### src/rtl/input_sync_debounce.sv
// input_sync_debounce: multi-channel async input synchroniser, debounce filter and edge pulses
module input_sync_debounce #(
   parameter int WIDTH    = 4,
   parameter int STAGES   = 2,
   parameter int DEBOUNCE = 4
) (
   input  logic             clk,
   input  logic             rst,
   input  logic [WIDTH-1:0] async_in,
   output logic [WIDTH-1:0] sync_out,
   output logic [WIDTH-1:0] rise_pulse,
   output logic [WIDTH-1:0] fall_pulse
);
   localparam int CNT_W = $clog2(DEBOUNCE + 1);
   localparam logic [CNT_W-1:0] CNT_LAST = CNT_W'(DEBOUNCE - 1);
   logic [STAGES-1:0][WIDTH-1:0] sync_q;
   logic [WIDTH-1:0][CNT_W-1:0]  cnt_q, cnt_d;
   logic [WIDTH-1:0]             lvl, out_q, out_d, rise_q, rise_d, fall_q, fall_d;
   assign lvl        = sync_q[STAGES-1];
   assign sync_out   = out_q;
   assign rise_pulse = rise_q;
   assign fall_pulse = fall_q;
   // plain shift chain; stage 0 is the only flop that sees the async domain
   always_ff @(posedge clk)
      if (rst) sync_q <= '0;
      else     sync_q <= {sync_q[STAGES-2:0], async_in};
   // per channel: a mismatch must persist DEBOUNCE evaluations before the level is accepted
   always_comb begin
      cnt_d  = cnt_q;
      out_d  = out_q;
      rise_d = '0;
      fall_d = '0;
      for (int i = 0; i < WIDTH; i++) begin
         if (lvl[i] == out_q[i]) cnt_d[i] = '0;
         else if (cnt_q[i] == CNT_LAST) begin
            cnt_d[i]  = '0;
            out_d[i]  = lvl[i];
            rise_d[i] = lvl[i];
            fall_d[i] = ~lvl[i];
         end
         else cnt_d[i] = cnt_q[i] + 1'b1;
      end
   end
   // debounce state and registered outputs; reset clears everything without producing pulses
   always_ff @(posedge clk)
      if (rst) begin
         cnt_q  <= '0;
         out_q  <= '0;
         rise_q <= '0;
         fall_q <= '0;
      end
      else begin
         cnt_q  <= cnt_d;
         out_q  <= out_d;
         rise_q <= rise_d;
         fall_q <= fall_d;
      end
endmodule
### config.mk
export PLATFORM = sky130hd
export DESIGN_NAME = input_sync_debounce
export DESIGN_NICKNAME = d
export VERILOG_FILES = /design/src/rtl/input_sync_debounce.sv
export SDC_FILE = /design/constraint.sdc
export NUM_CORES = 1
export LEC_CHECK = 0
export ABC_AREA = 1
export BUFFER_PORTS_ARGS = -buffer_cell sky130_fd_sc_hd__buf_2
export CAP_MARGIN = 40
export CORE_MARGIN = 2
export CORE_UTILIZATION = 41
export CTS_BUF_LIST = sky130_fd_sc_hd__clkbuf_8
export CTS_CLUSTER_DIAMETER = 40
export DETAILED_ROUTE_END_ITERATION = 12
export SLEW_MARGIN = 10
export SYNTH_ARGS = -nofsm -noshare
export SYNTH_HDL_FRONTEND = slang
export SYNTH_SLANG_ARGS = --single-unit
### constraint.sdc
create_clock -name clk -period 2 [get_ports clk]
set_clock_uncertainty 0.2 [all_clocks]
set_input_delay 0.4 -clock clk [delete_from_list [all_inputs] [get_ports clk]]
set_output_delay 0.4 -clock clk [all_outputs]
set_load 0.01 [all_outputs]
# Yosys cells after proc, flatten, opt, wreduce, memory -nomap -nowiden
# Index checks and enable logic that the tools add are counted.
# word_totals
reg_bits	32
input_bits	6
out_inout_bits	12
elab_cells	54
# classes
addsub	4
n_eq_ne	8
bitwise_logic	12
reduce_logical	12
# ops
op	n
3-bit OR reduction	8
3-bit by 1-bit adder with 3-bit output (second input constant)	4
3-bit by 2-bit equality test with 1-bit output (second input constant)	4
1-bit NOT	12
2-bit AND reduction	4
1-bit equality test	4

# Depth between registers and ports, before layout
# Gate-level depths: netlist (run 1).
# depth
depth_word	3
depth_mapped	5
depth_no_buf	5

# Least setup slack after synthesis (run 1)
# Ideal clock, no wire load.
# synth_path
path_kind	register to register
from	reg cnt_q[0] (netlist name)
to	reg cnt_q[0] (netlist name)
arrival_ps	961
required_time_ps	1734
path_slack_ps	774
path_stages_with_launch	6
synth_period_minus_slack_ps	1226
path_cell_list	dfxtp_1 > ha_1 > ha_1 > inv_1 > nand4_1 > nor2_1
# synth_between
elab_chain_len	2
# synth_rtl
item	line_no	rtl
from (decl)	17	logic [WIDTH-1:0][CNT_W-1:0] cnt_q, cnt_d;
from (signal assigned)	53	cnt_q <= cnt_d;
branches (longest 2 deep; another with 3-bit by 1-bit adder with 3-bit output)	--	
# Parallel ways; which one is timed is not known.
# A chain may end at the register's enable or synchronous reset.

# Worst setup path after layout (run 1)
# layout_path
from	reg out_q[1] (netlist: sync_out[1])
to	out sync_out[1]
# layout_rtl
item	line_no	rtl
from (decl)	18	logic [WIDTH-1:0] lvl, out_q, out_d, rise_q, rise_d, fall_q, fall_d;
from (signal assigned)	54	out_q <= out_d;
to (decl)	10	output logic [WIDTH-1:0] sync_out,
# No word-level cell between the ends.

==> flow_summary_export.csv, run 1 <==
group,metric,value,unit
outcome,status,"completed",
place,dp_cells,169,
timing,max_freq,712,MHz
clock_tree,cts_hold_buf,0,
worst_setup_path,crit_start,"sync_out[1]",
job,cap_violations,0,
routing,drt-wirelength-per-cell,9.11,µm
timing,rsz0062_at_grt,"false",
worst_setup_path,cp-end-kind,"output port",
timing,worst_slew_pin_slew,214,ps
yosys,avgSynthCellArea,9.33,µm²
worst_setup_path,cp-start-kind,"flop",
clock_tree,insertion_delay,280,ps
worst_setup_path,worstRegToRegCells,5,
floorplanning,dieHeight,56.9,µm
finish,areaGrowthSynthToFinish,16.1,%
finish,fin_area,1330,µm²
global_routing,grt_pass1_wl,2.74,mm
routing,routed_wl,1.61,mm
clock_tree,postCtsSetupRepairBufs,0,
worst_setup_path,crit_family,"flip-flops",
timing,min_period,1400,ps
global_routing,antenna_found_initial,0,
floorplanning,core-area,2710,µm²
clock_tree,cts_made_buffers,5,
pwr,clockPowerShare,42.1,%
worst_setup_path,critPathCapture,"sync_out[1]",
floorplanning,die_area,3240,µm²
worst_setup_path,arrival,800,ps
worst_setup_path,regToRegStartpoint,"cnt_q[9]",
worst_setup_path,cpMaxStageDelayCell,"dfxtp_1",
routing,drt-initial-drc-count,15,
clock_tree,ctsResizeCount,0,
finish,fillers,270,
routing,vias_per_cell,4.44,
timing,finalHoldViolCount,0,
timing,finalCritPeriodShare,70.2,%
floorplanning,die_w,56.9,µm
clock_tree,cts_tree,"yes",
routing,drt-met1-wl,681,µm
routing,antenna_left,0,
routing,wl_met3,104,µm
yosys,syn_nets,137,
routing,vias,785,
yosys,ys_seq_elements,32,
worst_setup_path,max_stage_delay,370,ps
finish,final_cells,177,
pwr,peakVddDrop,0.488,mV
clock_tree,cts_buffer_depth,2,
finish,multi_input_area,365,µm²
routing,drc,0,
finish,num_antenna_cells,0,
worst_setup_path,crit_chain,"buf_2",
clock_tree,ctsHtreeMaxLevel,2,
place,gp_congestion,0.639,
floorplanning,rows,19,
floorplanning,io_pins,18,
global_routing,grt_max_degree,13,
worst_setup_path,crit_required,1400,ps
routing,wl_met2,781,µm
pwr,cellLeakagePower,0.000603,µW
global_routing,grt_pass1_vias,730,
finish,nets,159,
place,hpwl,1.23,mm
pwr,p_int,933,µW
yosys,synthesis.area,1150,µm²
routing,dr.pass1.iters,3,
global_routing,grt.overflow.total,0,
pwr,switching_share,20.9,%
finish,seq_area,641,µm²
timing,slew_headroom,85.7,%
worst_setup_path,critPathKind,"reg2out",
yosys,syn_inst,123,
clock_tree,cts-root-buf,"clkbuf_8",
timing,finalSetupViolCount,0,
finish,layout-drive-gt1-share,21.9,%
timing,setup_tns,0,ps
place,port_buffers,17,
worst_setup_path,rrSetupSlack,650,ps
yosys,synth-seq-area-share,55.8,%
clock_tree,cts.reportedPaths.clkPinSlew,60,ps
yosys,ys_warn_count,0,
place,placed_area,1240,µm²
pwr,finalPower,1180,µW
worst_setup_path,reg2reg_to,"cnt_q[9]",
clock_tree,cts.sinks,32,
min_path,hold_path_class,"in2reg",
yosys,synth.distinct_cells,15,
worst_setup_path,cp_num_buf_inv,1,
pwr,pwr-share-seq,55.3,%
floorplanning,start_util,42.3,%
routing,top_layer,"met4",
timing,slew_viol_final,0,
pwr,switchingPower,247,µW
worst_setup_path,cp.depth,1,
pwr,power_frac_comb,2.6,%
pwr,power_per_cell_area,885,nW/µm²
worst_setup_path,critPathMaxFanout,4,
global_routing,grt_util_all_layers,11.8,%
logic make-up (layout without fill, tap and decap cells):
family	count (synthesis)	in the layout	synth area share, %
AND/OR/NAND/NOR	44	44	19.6
flip-flops	32	32	55.8
buffers and inverters	31	54	12.3
adder cells (fa/ha/maj)	8	8	8.72
AO/OA/AOI/OAI	8	8	3.49
power groups by stage:
stage / Combinational, µW / Clock (µW) / Sequential (µW)
floorplan: 29.2 / 0 / 666
global placement: 30.4 / 0 / 666
detailed placement: 31.3 / 0 / 667
CTS: 31.4 / 516 / 653
global route: 35.5 / 541 / 653
finish: 30.8 / 496 / 653
placed cells by master (no fill, tap or decap), drive strengths merged:
cell type   n
buf        17
a21oi       4
nor3        8
clkinv      3
clkbuf      6
nand2      12
o21ai       4
dfxtp      32
nor2       20
inv        28
ha          8
nand4       4
registers in the layout (all words and copies together) (netlist names):
signal / count
cnt_q: 12
fall_pulse: 4
lvl: 4
rise_pulse: 4
sync_out: 4
sync_q: 4
metrics by stage:
step | setup slack [ps] | utilization [%] | hold WS (ps)
4_1_cts | 584 | 49.2 | 116
6_report | 596 | 49.2 | 120
5_1_grt | 548 | 49.2 | 127
3_5_place_dp | 595 | 45.8 | 196
3_3_place_gp | 632 | 45.8 | 191
2_1_floorplan | 774 | - | 188
routing by layer:
metal | vias to the layer above | track usage (%)
li1 | 414 | -
met5 | - | 0
met4 | 0 | 11.0
met2 | 16 | 19.4
met3 | 5 | 4.84
met1 | 350 | 11.0
area by class of cell:
class / instances / share of cell area, %
flip-flops and latches: 32 / 48.1
multi-input cells: 60 / 27.4
inverters: 29 / 8.26
repair buffers: 17 / 6.38
clock buffers: 6 / 6.20
well taps: 31 / 2.91
clock inverters: 2 / 0.751
synthesized netlist by cell type:
master | instances | area [µm²]
inv_1 | 28 | 105
a21oi_1 | 4 | 20.0
ha_1 | 8 | 100
o21ai_1 | 1 | 5.00
nand2_1 | 8 | 30.0
nand2_2 | 4 | 25.0
nand4_4 | 2 | 42.5
nand4_1 | 2 | 12.5
clkinv_2 | 1 | 5.00
buf_6 | 1 | 11.3
nor3_1 | 8 | 40.0
dfxtp_1 | 32 | 641
nor2_1 | 20 | 75.1
buf_12 | 1 | 20.0
o21ai_0 | 3 | 15.0
worst min path at each step:
stage	start	endpoint	slack (ps)	cells after the start
detailed placement	sync_q[2]	lvl[2]	200	2
CTS	async_in[3]	sync_q[3]	120	3
finish	async_in[3]	sync_q[3]	120	3
global placement	sync_q[2]	lvl[2]	190	2
global route	async_in[3]	sync_q[3]	130	3
floorplan	sync_q[0]	lvl[0]	190	2
worst reg2reg max path: stages, from the launching register on:
cell and delay [ps]:
dfxtp_1 320, ha_1 200, ha_1 210, inv_1 90, nand4_1 140, nor2_1 120
Note: power is estimated with default switching activity, not from simulation.
==> run 2, diff against run 1 <==
clock period = 1.3 ns   (was 2 ns; I/O delays follow)
==> run 2 against run 1 <==
Non-clock buffer count up 7. Critical path depth up 4. Die area stayed put. Largest power group unchanged. Clock power rose by 39%.
==> flow_summary_export.csv, run 2 (synthesis gave the netlist of run 1 again) <==
group,metric,value,unit
worst_setup_path,cp-end-kind,"flop",
place,hpwl,1.13,mm
worst_setup_path,regToRegStartpoint,"cnt_q[0]",
pwr,clockPowerShare,39.2,%
min_path,hold_path_class,"in2reg",
routing,drt-wirelength-per-cell,9.18,µm
pwr,power_frac_comb,3.5,%
clock_tree,cts-root-buf,"clkbuf_8",
timing,finalHoldViolCount,0,
clock_tree,cts_tree,"yes",
global_routing,grt_pass1_vias,683,
worst_setup_path,critPathMaxFanout,3,
worst_setup_path,critPathKind,"reg2reg",
timing,fin_ws,46.5,ps
floorplanning,start_util,42.3,%
pwr,switchingPower,376,µW
routing,vias,817,
worst_setup_path,cp-start-kind,"flop",
min_path,hold_path_end,"lvl[1]",
global_routing,antenna_found_initial,0,
finish,layout_common_cells,"inv_1 (25), dfxtp_1 (25), nor2_1 (18)",
finish,nets,166,
timing,slew_headroom,84.2,%
floorplanning,die_w,56.9,µm
place,port_buffers,17,
timing,worst_slew_pin_slew,237,ps
routing,antenna_left,0,
routing,drt-initial-drc-count,17,
finish,largest-register,"cnt_q",
place,dp_worst_setup_slack,-43.3,ps
pwr,pwr-share-seq,57.3,%
floorplanning,core-area,2710,µm²
timing,min_period,1250,ps
worst_setup_path,crit_required,1310,ps
timing,slew_viol_final,0,
global_routing,grt_util_all_layers,11.6,%
routing,routed_wl,1.68,mm
floorplanning,io_pins,18,
finish,largest_reg_flops,12,
timing,finalSetupViolCount,0,
pwr,p_int,1380,µW
place,gp_congestion,0.672,
clock_tree,ctsHtreeMaxLevel,2,
pwr,power_per_cell_area,1200,nW/µm²
finish,postLayoutCoreUtil,53.8,%
clock_tree,cts_made_buffers,5,
worst_setup_path,rrSetupSlack,50,ps
routing,drc,0,
worst_setup_path,reg2reg_to,"cnt_q[0]",
routing,vias_per_cell,4.46,
clock_tree,cts.sinks,32,
finish,layout-drive-gt1-share,36.2,%
job,cap_violations,0,
clock_tree,cts.reportedPaths.clkPinSlew,60,ps
global_routing,grt.overflow.total,0,
finish,num_antenna_cells,0,
floorplanning,die_area,3240,µm²
min_path,min_path_cells,3,
floorplanning,dieHeight,56.9,µm
pwr,switching_share,21.4,%
floorplanning,rows,19,
timing,finalCritPeriodShare,96.4,%
global_routing,grt_max_degree,13,
timing,max_freq,798,MHz
clock_tree,insertion_delay,280,ps
pwr,peakVddDrop,0.774,mV
worst_setup_path,arrival,1270,ps
pwr,cellLeakagePower,0.000622,µW
routing,dr.pass1.iters,4,
min_path,min_from,"rst",
timing,rsz0062_at_grt,"false",
worst_setup_path,worstRegToRegCells,5,
clock_tree,cts_buffer_depth,2,
outcome,status,"completed",
finish,areaGrowthSynthToFinish,27.2,%
global_routing,grt_pass1_wl,2.66,mm
==> run 2: timing repair <==
item                       4_1_cts  5_1_grt
setup endpoints to repair       13       18
buffers inserted                 0        1
hold endpoints to repair         4        0
pin swaps                        4        8
hold buffers                     4        0
gates cloned                     0        0
gates resized for setup          6       21
==> run 2: cell type report <==
| cell class | count | area, µm² |
|---|---|---|
| repair buffers | 24 | 148 |
| inverters | 29 | 110 |
| clock buffers | 5 | 68.8 |
| flip-flops and latches | 32 | 649 |
| well taps | 31 | 38.8 |
| clock inverters | 2 | 8.76 |
| multi-input cells | 60 | 435 |
| fillers | 258 | 1250 |
==> run 2: worst max-delay path: stages (launching register included) <==
cell and delay (ps):
dfxtp_2 330, ha_2 190, ha_4 160, inv_2 60
nand4_1 120, nor2_1 130
==> run 2: power groups by stage <==
stage	registers, µW	logic [µW]	clock network, µW
2_1_floorplan	1020	45.0	0
3_3_place_gp	1030	49.5	0
3_5_place_dp	1030	50.9	0
4_1_cts	1000	60.1	713
5_1_grt	1010	70.4	752
6_report	1010	61.5	689
==> run 2: how the worst max path moves through the flow <==
stage | startpoint | end | slack (ps)
global route | cnt_q[9] | cnt_q[10] | 5
floorplan | cnt_q[0] | cnt_q[0] | 70
detailed placement | cnt_q[0] | cnt_q[0] | -40
global placement | cnt_q[3] | cnt_q[5] | 20
finish | cnt_q[0] | cnt_q[0] | 50
CTS | cnt_q[0] | cnt_q[0] | -5
==> run 2: per-stage QoR <==
stage                     instance area, µm²  TNS, ps  std cells  total power (µW)  hold slack, ps
after floorplan                         1150        0        123              1070             167
after global placement                  1250        0        171              1070             192
after detailed placement                1250     -127        171              1080             192
after CTS                               1380    -4.56        182              1780             112
after global routing                    1460        0        183              1830             134
final                                   1460        0        183              1760             116
==> run 2: metal layers <==
| metal | share of wire (%) | vias to the layer above | global-route usage [%] |
|---|---|---|---|
| met5 | 0 | - | 0 |
| met3 | 7.0 | 8 | 7.60 |
| met2 | 48 | 21 | 17.7 |
| li1 | - | 428 | - |
| met4 | 3.8 | 0 | 7.97 |
| met1 | 42 | 360 | 11.3 |
